==> src/rtl/shift_counter_pkg.sv <==
// Shared types and pure helpers for the bounded-run Johnson/ring counter.
package shift_counter_pkg;

    // Widest counter the helper functions handle; callers zero-extend into this width.
    localparam int unsigned MAX_W = 32;

    localparam logic MODE_JOHNSON = 1'b0;
    localparam logic MODE_RING    = 1'b1;
    localparam logic DIR_LEFT     = 1'b0;
    localparam logic DIR_RIGHT    = 1'b1;

    typedef enum logic [1:0] {
        ST_IDLE = 2'd0,
        ST_RUN  = 2'd1,
        ST_DONE = 2'd2
    } state_t;

    // One shift step of a w-bit counter held in the low bits of q (upper bits zero).
    // Johnson feeds back the inverted outgoing bit, ring feeds it back unchanged.
    function automatic logic [MAX_W-1:0] next_value(
        input logic [MAX_W-1:0] q,
        input int unsigned      w,
        input logic             mode,
        input logic             dir
    );
        logic [MAX_W-1:0] res;
        logic             out_bit;
        res = '0;
        if (dir == DIR_LEFT) begin
            out_bit = q[w-1];
            res     = q << 1;
            if (w < MAX_W) begin
                res[w] = 1'b0;
            end
            res[0] = (mode == MODE_RING) ? out_bit : ~out_bit;
        end else begin
            out_bit  = q[0];
            res      = q >> 1;
            res[w-1] = (mode == MODE_RING) ? out_bit : ~out_bit;
        end
        return res;
    endfunction

    // True when exactly one bit of v is set.
    function automatic logic is_onehot(input logic [MAX_W-1:0] v);
        return (v != '0) && ((v & (v - 1'b1)) == '0);
    endfunction

endpackage

==> src/rtl/shift_counter_ctrl_core.sv <==
// WIDTH-bit counter register: parallel load or one Johnson/ring shift per enabled edge.
module shift_core
    import shift_counter_pkg::*;
#(
    parameter int unsigned WIDTH = 4
) (
    input  logic             Clock,
    input  logic             Reset,
    input  logic             i_load,
    input  logic [WIDTH-1:0] i_load_val,
    input  logic             i_shift,
    input  logic             i_mode,
    input  logic             i_dir,
    output logic [WIDTH-1:0] o_q
);

    logic [WIDTH-1:0] r_q;
    logic [MAX_W-1:0] w_q_ext;
    logic [MAX_W-1:0] w_next_ext;
    logic [WIDTH-1:0] w_next;
    logic             w_unused_hi;

    // Zero-extend the register into the helper width and apply one shift step.
    always_comb begin
        w_q_ext              = '0;
        w_q_ext[WIDTH-1:0]   = r_q;
        w_next_ext           = next_value(w_q_ext, WIDTH, i_mode, i_dir);
        w_next               = w_next_ext[WIDTH-1:0];
    end

    // Upper helper bits are always zero; folded here so they are visibly consumed.
    assign w_unused_hi = ^w_next_ext;

    // Counter register: reset clears, load wins over shift, otherwise hold.
    always_ff @(posedge Clock) begin
        if (Reset) begin
            r_q <= '0;
        end else if (i_load) begin
            r_q <= i_load_val;
        end else if (i_shift) begin
            r_q <= w_next;
        end
    end

    assign o_q = r_q;

endmodule

==> src/rtl/shift_counter_ctrl.sv <==
// Run controller: accepts a start command, performs exactly `steps` shifts with
// pause/abort handling, then pulses done. Ring starts with a bad seed pulse err.
module shift_counter_ctrl
    import shift_counter_pkg::*;
#(
    parameter int unsigned WIDTH = 4,
    parameter int unsigned CNT_W = 8
) (
    input  logic             Clock,
    input  logic             Reset,
    input  logic             start,
    input  logic             mode,
    input  logic             dir,
    input  logic [CNT_W-1:0] steps,
    input  logic [WIDTH-1:0] seed,
    input  logic             pause,
    input  logic             abort,
    output logic             busy,
    output logic             done,
    output logic             err,
    output logic [WIDTH-1:0] Count_out
);

    localparam logic [CNT_W-1:0] CNT_ONE = CNT_W'(1);

    state_t           r_state;
    state_t           w_state_nxt;
    logic             r_mode;
    logic             r_dir;
    logic [CNT_W-1:0] r_remaining;
    logic             r_busy;
    logic             r_done;
    logic             r_err;

    logic [MAX_W-1:0] w_seed_ext;
    logic             w_seed_ok;
    logic             w_accept;
    logic             w_reject;
    logic             w_shift;
    logic [WIDTH-1:0] w_load_val;

    // Seed validation, only meaningful for ring-mode starts.
    always_comb begin
        w_seed_ext            = '0;
        w_seed_ext[WIDTH-1:0] = seed;
        w_seed_ok             = is_onehot(w_seed_ext);
    end

    // Johnson runs always begin from zero; ring runs begin from the seed.
    assign w_load_val = (mode == MODE_RING) ? seed : '0;

    // State register.
    always_ff @(posedge Clock) begin
        if (Reset) begin
            r_state <= ST_IDLE;
        end else begin
            r_state <= w_state_nxt;
        end
    end

    // Next-state and per-edge control decode; RUN priority is abort > pause > shift.
    always_comb begin
        w_state_nxt = r_state;
        w_accept    = 1'b0;
        w_reject    = 1'b0;
        w_shift     = 1'b0;
        case (r_state)
            ST_IDLE: begin
                if (start) begin
                    if ((mode == MODE_RING) && !w_seed_ok) begin
                        w_reject = 1'b1;
                    end else begin
                        w_accept    = 1'b1;
                        w_state_nxt = (steps == '0) ? ST_DONE : ST_RUN;
                    end
                end
            end
            ST_RUN: begin
                if (abort) begin
                    w_state_nxt = ST_IDLE;
                end else if (!pause) begin
                    w_shift = 1'b1;
                    if (r_remaining == CNT_ONE) begin
                        w_state_nxt = ST_DONE;
                    end
                end
            end
            ST_DONE: begin
                w_state_nxt = ST_IDLE;
            end
            default: begin
                w_state_nxt = ST_IDLE;
            end
        endcase
    end

    // Command capture, remaining-step countdown and registered status outputs.
    always_ff @(posedge Clock) begin
        if (Reset) begin
            r_mode      <= MODE_JOHNSON;
            r_dir       <= DIR_LEFT;
            r_remaining <= '0;
            r_busy      <= 1'b0;
            r_done      <= 1'b0;
            r_err       <= 1'b0;
        end else begin
            if (w_accept) begin
                r_mode      <= mode;
                r_dir       <= dir;
                r_remaining <= steps;
            end else if (w_shift) begin
                r_remaining <= r_remaining - CNT_ONE;
            end
            r_busy <= (w_state_nxt == ST_RUN);
            r_done <= (w_state_nxt == ST_DONE);
            r_err  <= w_reject;
        end
    end

    shift_core #(
        .WIDTH (WIDTH)
    ) u_core (
        .Clock      (Clock),
        .Reset      (Reset),
        .i_load     (w_accept),
        .i_load_val (w_load_val),
        .i_shift    (w_shift),
        .i_mode     (r_mode),
        .i_dir      (r_dir),
        .o_q        (Count_out)
    );

    assign busy = r_busy;
    assign done = r_done;
    assign err  = r_err;

endmodule

==> config.mk <==
export PLATFORM = sky130hd
export DESIGN_NAME = shift_counter_ctrl
export DESIGN_NICKNAME = d
export VERILOG_FILES = /design/src/rtl/shift_counter_pkg.sv /design/src/rtl/shift_counter_ctrl_core.sv /design/src/rtl/shift_counter_ctrl.sv
export SDC_FILE = /design/constraint.sdc
export NUM_CORES = 1
export LEC_CHECK = 0
export CELL_PAD_IN_SITES_DETAIL_PLACEMENT = 0
export CELL_PAD_IN_SITES_GLOBAL_PLACEMENT = 1
export CORE_AREA = 2 2 54 69
export CTS_CLUSTER_DIAMETER = 80
export CTS_CLUSTER_SIZE = 12
export DETAILED_ROUTE_END_ITERATION = 6
export DIE_AREA = 0 0 56 71
export DONT_BUFFER_PORTS = 1
export MAX_ROUTING_LAYER = met4
export PLACE_DENSITY = 0.63
export SLEW_MARGIN = 5
export SYNTH_ARGS = -nofsm -noshare
export SYNTH_HDL_FRONTEND = slang
export SYNTH_SLANG_ARGS = --single-unit
==> constraint.sdc <==
create_clock -name Clock -period 5.3 [get_ports Clock]
set_input_delay 1.06 -clock Clock [delete_from_list [all_inputs] [get_ports Clock]]
set_output_delay 1.06 -clock Clock [all_outputs]
set_load 0.005 [all_outputs]
==> After elaboration in Yosys (flattened, before gate mapping) <==
Index checks and enable logic that the tools add are counted.
{ "totals": {"elab_cells": 50, "in_bits": 19, "register_bits": 19, "output_inout_bits": 7} }
{ "op_classes": {"n_addsub": 2, "reduce_logical": 9, "n_bitwise": 5, "eq_ne": 4, "muxes": 22} }
{ "op_table": {"columns": ["op", "n"], "rows": [
  ["AND 4 x 32 -> 32 bit", 1],
  ["zero test 32 bit", 1],
  ["two-way mux 4 bit", 4],
  ["two-way mux 8 bit", 2],
  ["two-way mux 2 bit", 6],
  ["two-way mux 1 bit", 9],
  ["== test 8 x 1 -> 1 bit (second input constant)", 1],
  ["zero test 8 bit", 1],
  ["subtractor 8 x 1 -> 8 bit (second input constant)", 1],
  ["subtractor 4 x 1 -> 5 bit (second input constant)", 1],
  ["== test 2 x 1 -> 1 bit (second input constant)", 2],
  ["inverter 1 bit", 4],
  ["one-hot mux 2 bit (2 select lines)", 1],
  ["nonzero test 4 bit", 1],
  ["OR reduction 3 bit", 1],
  ["== test 2 bit (second input constant)", 1],
  ["logical AND 1 bit", 2],
  ["zero test 2 bit", 1],
  ["nonzero test 2 bit", 1],
  ["zero test 1 bit", 1]
]} }

==> Longest topological paths before layout <==
Gate-level depths: netlist (run 1).
{ "depth": {"depth_word": 10, "ltp_mapped": 6, "ltp_nobuf": 6} }

==> Hierarchy <==
From an unflattened synthesis (run 1), not the netlist that was laid out.
{ "unflattened": {"hier_cells": 139, "area_unflattened_um2": 1187.4} }
{ "modules_own_cells": {"columns": ["module", "area_per_inst_um2", "cells_per_inst", "seq_area_each_um2", "n_inst"], "rows": [
  ["shift_counter_ctrl", 938.4, 112, 300.3, 1],
  ["shift_core", 249.0, 27, 80.1, 1]
]} }

==> Worst setup path before layout (run 1) <==
No wires, ideal clock.
{ "synth_path": {"kind": "input to register", "start": "in seed[0]", "end": "reg r_mode", "setup_time_ns": 0.072, "t_required_ns": 5.228, "path_slack_ns": 2.872, "arrival_ns": 2.357, "stages": 6, "path_cell_list": "or4b_1 > buf_2 > and2_4 > a21oi_4 > buf_6 > mux2i_1"} }
{ "synth_via": {"elab_chain_len": 9, "elab_cells_between_ends": 10} }
{ "synth_lines": {"columns": ["element", "line_no", "source"], "rows": [
  ["from (decl)", "shift_counter_ctrl.sv:15", "input logic [WIDTH-1:0] seed,"],
  ["subtractor 4 x 1 -> 5 bit", "shift_counter_pkg.sv:46", "return (v != '0) && ((v & (v - 1'b1)) == '0);"],
  ["AND 4 x 32 -> 32 bit", "shift_counter_pkg.sv:46", null],
  ["zero test 32 bit", "shift_counter_pkg.sv:46", null],
  ["logical AND 1 bit *", "shift_counter_pkg.sv:46", null],
  ["zero test 1 bit *", "shift_counter_ctrl.sv:70", "if ((mode == MODE_RING) && !w_seed_ok) begin"],
  ["logical AND 1 bit *", "shift_counter_ctrl.sv:70", null],
  ["two-way mux 1 bit *", "shift_counter_ctrl.sv:70", null],
  ["two-way mux 1 bit *", "shift_counter_ctrl.sv:69", "if (start) begin"],
  ["two-way mux 1 bit *", "shift_counter_ctrl.sv:67", "case (r_state)"],
  ["to (signal assigned)", "shift_counter_ctrl.sv:108", "r_mode <= mode;"],
  ["to (decl)", "shift_counter_ctrl.sv:28", "logic r_mode;"]
]} }
Mark *: on every way between the ends. The rest lies on a longest branch, timed or not.
A chain may end at the register's enable or synchronous reset.

==> Worst setup path in the final report (run 1) <==
{ "layout_path": {"start": "in pause", "end": "reg u_core.r_q[1] (netlist: u_core.o_q[1])"} }
{ "layout_via": {"elab_chain_len": 4} }
{ "layout_lines": {"columns": ["element", "line_no", "source"], "rows": [
  ["from (decl)", "shift_counter_ctrl.sv:16", "input logic pause,"],
  ["two-way mux 1 bit", "shift_counter_ctrl.sv:81", "end else if (!pause) begin"],
  ["two-way mux 1 bit", "shift_counter_ctrl.sv:79", "if (abort) begin"],
  ["two-way mux 1 bit", "shift_counter_ctrl.sv:67", null],
  ["nonzero test 2 bit (no source line)", null, null],
  ["to (signal assigned)", "shift_counter_ctrl_core.sv:39", "r_q <= i_load_val;"],
  ["to (signal assigned)", "shift_counter_ctrl_core.sv:41", "r_q <= w_next;"],
  ["to (decl)", "shift_counter_ctrl_core.sv:17", "logic [WIDTH-1:0] r_q;"]
]} }
Every way passes these cells.

==> results of run 1 <==
## cell usage in the layout (no fill, tap or decap), types with 2 or more instances in the layout
cell	n
or4b_1	3
o22ai_1	3
o21a_1	4
a221oi_1	2
nand4bb_1	3
a21oi_1	7
mux2i_1	3
o211ai_1	2
a211oi_1	5
a211oi_2	3
a31o_1	2
clkbuf_8	3
dfxtp_1	19
nand2_1	12
xor2_1	3
ha_1	2
o31ai_1	5
or3_1	2
o41ai_1	3
and2_1	3
nor3_1	6
nor3b_1	2
a2111oi_0	4
or4_1	2
nor4_1	5
nor2_1	7
o311ai_0	2
inv_1	3
o21ai_1	2
## critical path, cell delays in order
cell and delay (ns):
nor4b_2 0.85, nor3_1 0.09, or4_1 0.49, a211oi_1 0.18
## cell families (layout without fill, tap and decap cells)
family | after synthesis | in the layout
buffers and inverters | 13 | 8
xor gates and xnor gates | 4 | 4
DFF | 19 | 19
muxes | 3 | 3
adders and majority gates | 2 | 2
and+or+nand+nor | 54 | 54
AOI/OAI and AO/OA | 51 | 51
## through the flow
stage,hold WS (ns),std cells,power [mW],setup slack (ns),utilization
after floorplan,0.455,146,0.227,2.87,-
after global placement,0.482,176,0.241,2.57,0.380
after detailed placement,0.491,176,0.241,2.53,0.380
after CTS,0.500,180,0.346,2.79,0.394
after global routing,0.542,180,0.361,2.55,0.394
final,0.506,180,0.340,2.80,0.394
## power by group through the flow
stage / Combinational, mW / Sequential (mW) / Clock (mW)
floorplan: 0.0613 / 0.166 / 0
global placement: 0.0703 / 0.171 / 0
detailed placement: 0.0697 / 0.171 / 0
CTS: 0.0705 / 0.168 / 0.108
global route: 0.0785 / 0.170 / 0.112
finish: 0.0704 / 0.168 / 0.102
## layer usage
layer	track usage	routed length [um]	up-vias
li1	-	-	576
met1	0.236	1450	544
met2	0.307	1670	49
met3	0.0457	299	7
met4	0.0714	76	0
met5	-	0	-
## final cells by class
class | instances | area [um^2] | area share
sequential | 19 | 380 | 0.287
multi-input combinational | 114 | 835 | 0.630
clock buffer | 3 | 41.3 | 0.0312
tap | 39 | 48.8 | 0.0368
inverter | 4 | 15.0 | 0.0113
clock inverter | 1 | 5.00 | 0.00378
## worst paths after layout
path	start	to	slack, ns	depth (start not counted)
worst max-delay path	pause	u_core.o_q[1]	2.80	4
worst min-delay path	r_remaining[3]	r_remaining[3]	0.51	2
worst max register to register	r_state[0]	u_core.o_q[1]	3.15	4
worst min register to register	r_remaining[3]	r_remaining[3]	0.51	2
## state kept, by name, indices dropped and copies added, names as in the netlist
signal	flops
r_remaining	8
u_core.o_q	4
r_state	2
busy	1
done	1
err	1
r_dir	1
r_mode	1
==> results.py, run 1 <==
metrics = {
    "yosys": {
        "syn_nets": 167,
        "synth-xor-area-share": 0.0275,
        "synth_area_leaders": "dfxtp_1 (30%), nand2_1 (3.5%), a211oi_1 (2.9%), a211oi_2 (2.9%), o31ai_1 (2.9%)",
        "synthAdderAreaFrac": 0.0196,
        "synth_ff_type": "dfxtp_1",
        "syn_inst": 146,
        "synth_top_family_by_area": "compound AO/OA/AOI/OAI gates",
        "synth_top_cell_area_share": 0.299,
        "yosysWarnings": 0,
        "synth_compound_area_frac": 0.319,
        "yosysTopAreaCell": "dfxtp_1",
        "synthSimpleGateAreaFrac": 0.265,
        "synth_area_um2": 1270,
        "ys_ff_latch": 19,
        "yosysMostFrequentCell": "dfxtp_1",
        "synthDistinctLibCells": 50,
        "ys_top_cells_by_count": "dfxtp_1 (19), nand2_1 (12), a21oi_1 (7), nor2_1 (7), nor3_1 (6)",
        "avgSynthCellArea_um2": 8.72,
        "ys_seq_area_frac": 0.299,
        "synth_edf_count": 0,
        "synthMuxAreaShare": 0.0236,
        "async_flop_share": 0,
    },
    "grt": {
        "track_usage": 0.193,
        "grt-ovfl-total": 0,
        "grt_pass1_vias": 1216,
        "grt_pass1_wl_um": 5850,
        "grt_max_degree": 15,
        "antenna_found_initial": 0,
    },
    "clocking": {
        "cts_tree": "built",
        "cts_resized": 0,
        "cts_buffers": 3,
        "clk_path_buf_depth": 2,
        "clock_sinks": 19,
        "postCtsHoldBufs": 0,
        "postCtsSetupBuffers": 0,
        "clk_latency_ns": 0.26,
        "path_clk_slew_ns": 0.07,
        "root_buffer": "clkbuf_8",
        "cts.htree.levels": 1,
    },
    "critical_path": {
        "cp_max_fo": 12,
        "arrival_ns": 2.67,
        "cp-end-kind": "register",
        "crit_path_start_kind": "primary input",
        "critPathRequiredTime_ns": 5.47,
        "timing_worst_setup_path_type": "in2reg",
    },
    "timing": {
        "worstMarginPinSlew_ns": 1.01,
        "setup_tns_ns": 0,
        "rsz0062_at_grt": "false",
        "setup_violations": 0,
        "finClkSkew_ns": 0.00171,
        "slew_violations": 0,
        "max_freq_mhz": 400,
        "fin_crit_sh": 0.472,
        "finalCriticalPeriod_ns": 2.50,
        "relSlewSlack": 0.323,
        "hold_viol": 0,
    },
    "placed_design": {
        "port_buffers": 0,
        "postPlaceCellArea_um2": 1280,
        "gp_congestion": 0.831,
        "dp_hpwl_um": 2670,
    },
    "floorplan": {
        "die_y_um": 71,
        "die_area_um2": 3980,
        "fp-row-count": 24,
        "core_um2": 3360,
        "fp.dieW_um": 56,
        "pin_count": 26,
        "start_util": 0.379,
    },
    "finish": {
        "design_area_um2": 1330,
        "drive_above_1_share": 0.0851,
        "diodes": 0,
        "syn2layout_area_growth_pct": 4.03,
        "fillCellCount": 361,
        "final_nets": 163,
    },
    "drt": {
        "vias_per_cell": 6.53,
        "firstDrtPassIters": 4,
        "first_iter_violations": 63,
        "vias": 1176,
        "avgRoutedWirePerCell_um": 19.4,
        "ant_nets": 0,
        "drc": 0,
        "routed_wl_um": 3500,
    },
    "power_and_ir_drop": {
        "clkPwrFrac": 0.299,
        "seqPwrFrac": 0.494,
        "p_sw_frac": 0.304,
        "powerDensity_nw_per_um2": 257,
        "p_int_mw": 0.237,
        "vdd_drop_max_uv": 98.3,
        "combPwrFrac": 0.207,
        "p_sw_mw": 0.104,
        "power_leakage_nw": 0.434,
    },
    "run": {
        "cap_violations": 0,
    },
    "worst_hold_path": {
        "hold_class": "reg2reg",
    },
    "status": {
        "status": "completed",
    },
}
No activity file was read; power rests on OpenSTA's default activity.
==> run 2: changes to the inputs <==
- clock period: 5.3 -> 2.4 ns (I/O delays scaled with it)
==> run 2 against run 1 <==
- core utilization is 0.67 points higher
- via count is 2.0% higher
- worst hold slack worse by 0.22 ns
- first-iteration DRC count is 41% lower
- clock-buffer cell count stayed put
- sequential cell count stayed put
- register-to-register slack worse by 2.7 ns
- worst setup slack worse by 2.3 ns
- clock power is 120% higher
- largest power group unchanged
==> results.py, run 2 (synthesized netlist as in run 1, its figures left out) <==
metrics = {
    "critical_path": {
        "cp-end-kind": "register",
        "crit_path_top_delay_cell": "or3b_2",
        "cp_slowest_stage_delay_ns": 0.50,
        "crit_path_start_kind": "register",
        "timing_worst_setup_path_type": "reg2reg",
        "arrival_ns": 2.08,
        "cp_cell_sequence": "inv_1 > ha_1 > or3b_2 > or2_1 > o311ai_0 > o22ai_1",
        "rrSetupSlack_ns": 0.45,
        "cp_max_fo": 5,
        "critPathRequiredTime_ns": 2.53,
    },
    "drt": {
        "vias": 1200,
        "drc": 0,
        "ant_nets": 0,
        "vias_per_cell": 6.56,
        "routed_wl_um": 3650,
        "avgRoutedWirePerCell_um": 19.9,
        "firstDrtPassIters": 4,
        "first_iter_violations": 37,
    },
    "finish": {
        "final_cell_mix": "dfxtp_1 (19), nand2_1 (12), a21oi_1 (7), nor2_1 (7), nor3_1 (6)",
        "mostFrequentLayoutCell": "dfxtp_1",
        "syn2layout_area_growth_pct": 5.80,
        "regMostFlops": "r_remaining",
        "largest_reg_flops": 8,
        "design_area_um2": 1350,
        "drive_above_1_share": 0.104,
        "final_nets": 166,
        "diodes": 0,
    },
    "timing": {
        "slew_violations": 0,
        "hold_viol": 0,
        "setup_violations": 0,
        "setup_slack_ns": 0.451,
        "worstMarginPinSlew_ns": 0.595,
        "finClkSkew_ns": 0.00497,
        "relSlewSlack": 0.603,
        "finalCriticalPeriod_ns": 1.95,
        "max_freq_mhz": 513,
        "setup_tns_ns": 0,
        "fin_crit_sh": 0.812,
        "rsz0062_at_grt": "false",
    },
    "grt": {
        "grt_max_degree": 15,
        "grt_pass1_wl_um": 5780,
        "track_usage": 0.193,
        "antenna_found_initial": 0,
        "grt-ovfl-total": 0,
        "grt_pass1_vias": 1168,
    },
    "placed_design": {
        "post-place-ws_ns": 0.337,
        "postPlaceCellArea_um2": 1300,
        "dp_hpwl_um": 2820,
        "port_buffers": 0,
        "gp_congestion": 0.855,
    },
    "clocking": {
        "cts_tree": "built",
        "root_buffer": "clkbuf_8",
        "clk_latency_ns": 0.26,
        "clk_path_buf_depth": 2,
        "path_clk_slew_ns": 0.08,
        "postCtsSetupBuffers": 0,
        "cts_buffers": 3,
        "cts.htree.levels": 1,
        "clock_sinks": 19,
        "postCtsHoldBufs": 0,
        "cts_resized": 0,
    },
    "power_and_ir_drop": {
        "total_power_mw": 0.763,
        "vdd_drop_max_uv": 276,
        "powerDensity_nw_per_um2": 566,
        "power_leakage_nw": 0.449,
    },
    "floorplan": {
        "fp.dieW_um": 56,
        "fp-row-count": 24,
        "start_util": 0.379,
        "pin_count": 26,
        "core_um2": 3360,
        "die_y_um": 71,
        "die_area_um2": 3980,
    },
    "status": {
        "status": "completed",
    },
    "worst_hold_path": {
        "hold_class": "in2reg",
    },
    "run": {
        "cap_violations": 0,
    },
}
==> run 2: changes by cell type in the layout (fill, tap and decap cells not counted), sizes merged <==
cell,before,now
buf,0,3
==> run 2: through the flow <==
step | util | std cells | hold WS [ns]
5_1_grt | 0.401 | 183 | 0.277
3_5_place_dp | 0.387 | 179 | 0.483
2_1_floorplan | - | 146 | 0.455
4_1_cts | 0.401 | 183 | 0.278
6_report | 0.401 | 183 | 0.284
3_3_place_gp | 0.387 | 179 | 0.487
==> run 2: path summary, 6_finish.rpt <==
check                  from             end  depth (start not counted)
max reg2reg  r_remaining[0]  r_remaining[6]                          6
max          r_remaining[0]  r_remaining[6]                          6
min                   Reset  r_remaining[2]                          1
min reg2reg  r_remaining[3]  r_remaining[3]                          2
==> run 2: per-layer routing <==
layer,routed length [um],up-vias,GRT usage
met1,1560,557,0.229
met2,1750,54,0.324
met5,0,-,-
li1,-,580,-
met4,50,0,0.0582
met3,286,9,0.0420
==> run 2: cell type report <==
class                   count  area (um^2)
clock buffers               3         41.3
clock inverters             1         5.00
fillers                   350         2020
inverters                   4         15.0
multi-input cells         114          835
flip-flops and latches     19          380
well taps                  39         48.8
repair buffers              3         22.5
==> run 2: critical path, delay by kind of cell (launching register included) <==
kind	cells	cell delay [ns]
flops	1	0.36
fa+ha+maj	1	0.17
simple gates	2	0.75
buf+inv	1	0.09
compound gates	2	0.45
==> run 2: power by group <==
part | leakage, nW | switching, mW | internal [mW]
Sequential | 0.156 | 0.0311 | 0.340
Clock | 0.0255 | 0.114 | 0.116
Combinational | 0.268 | 0.0930 | 0.0695
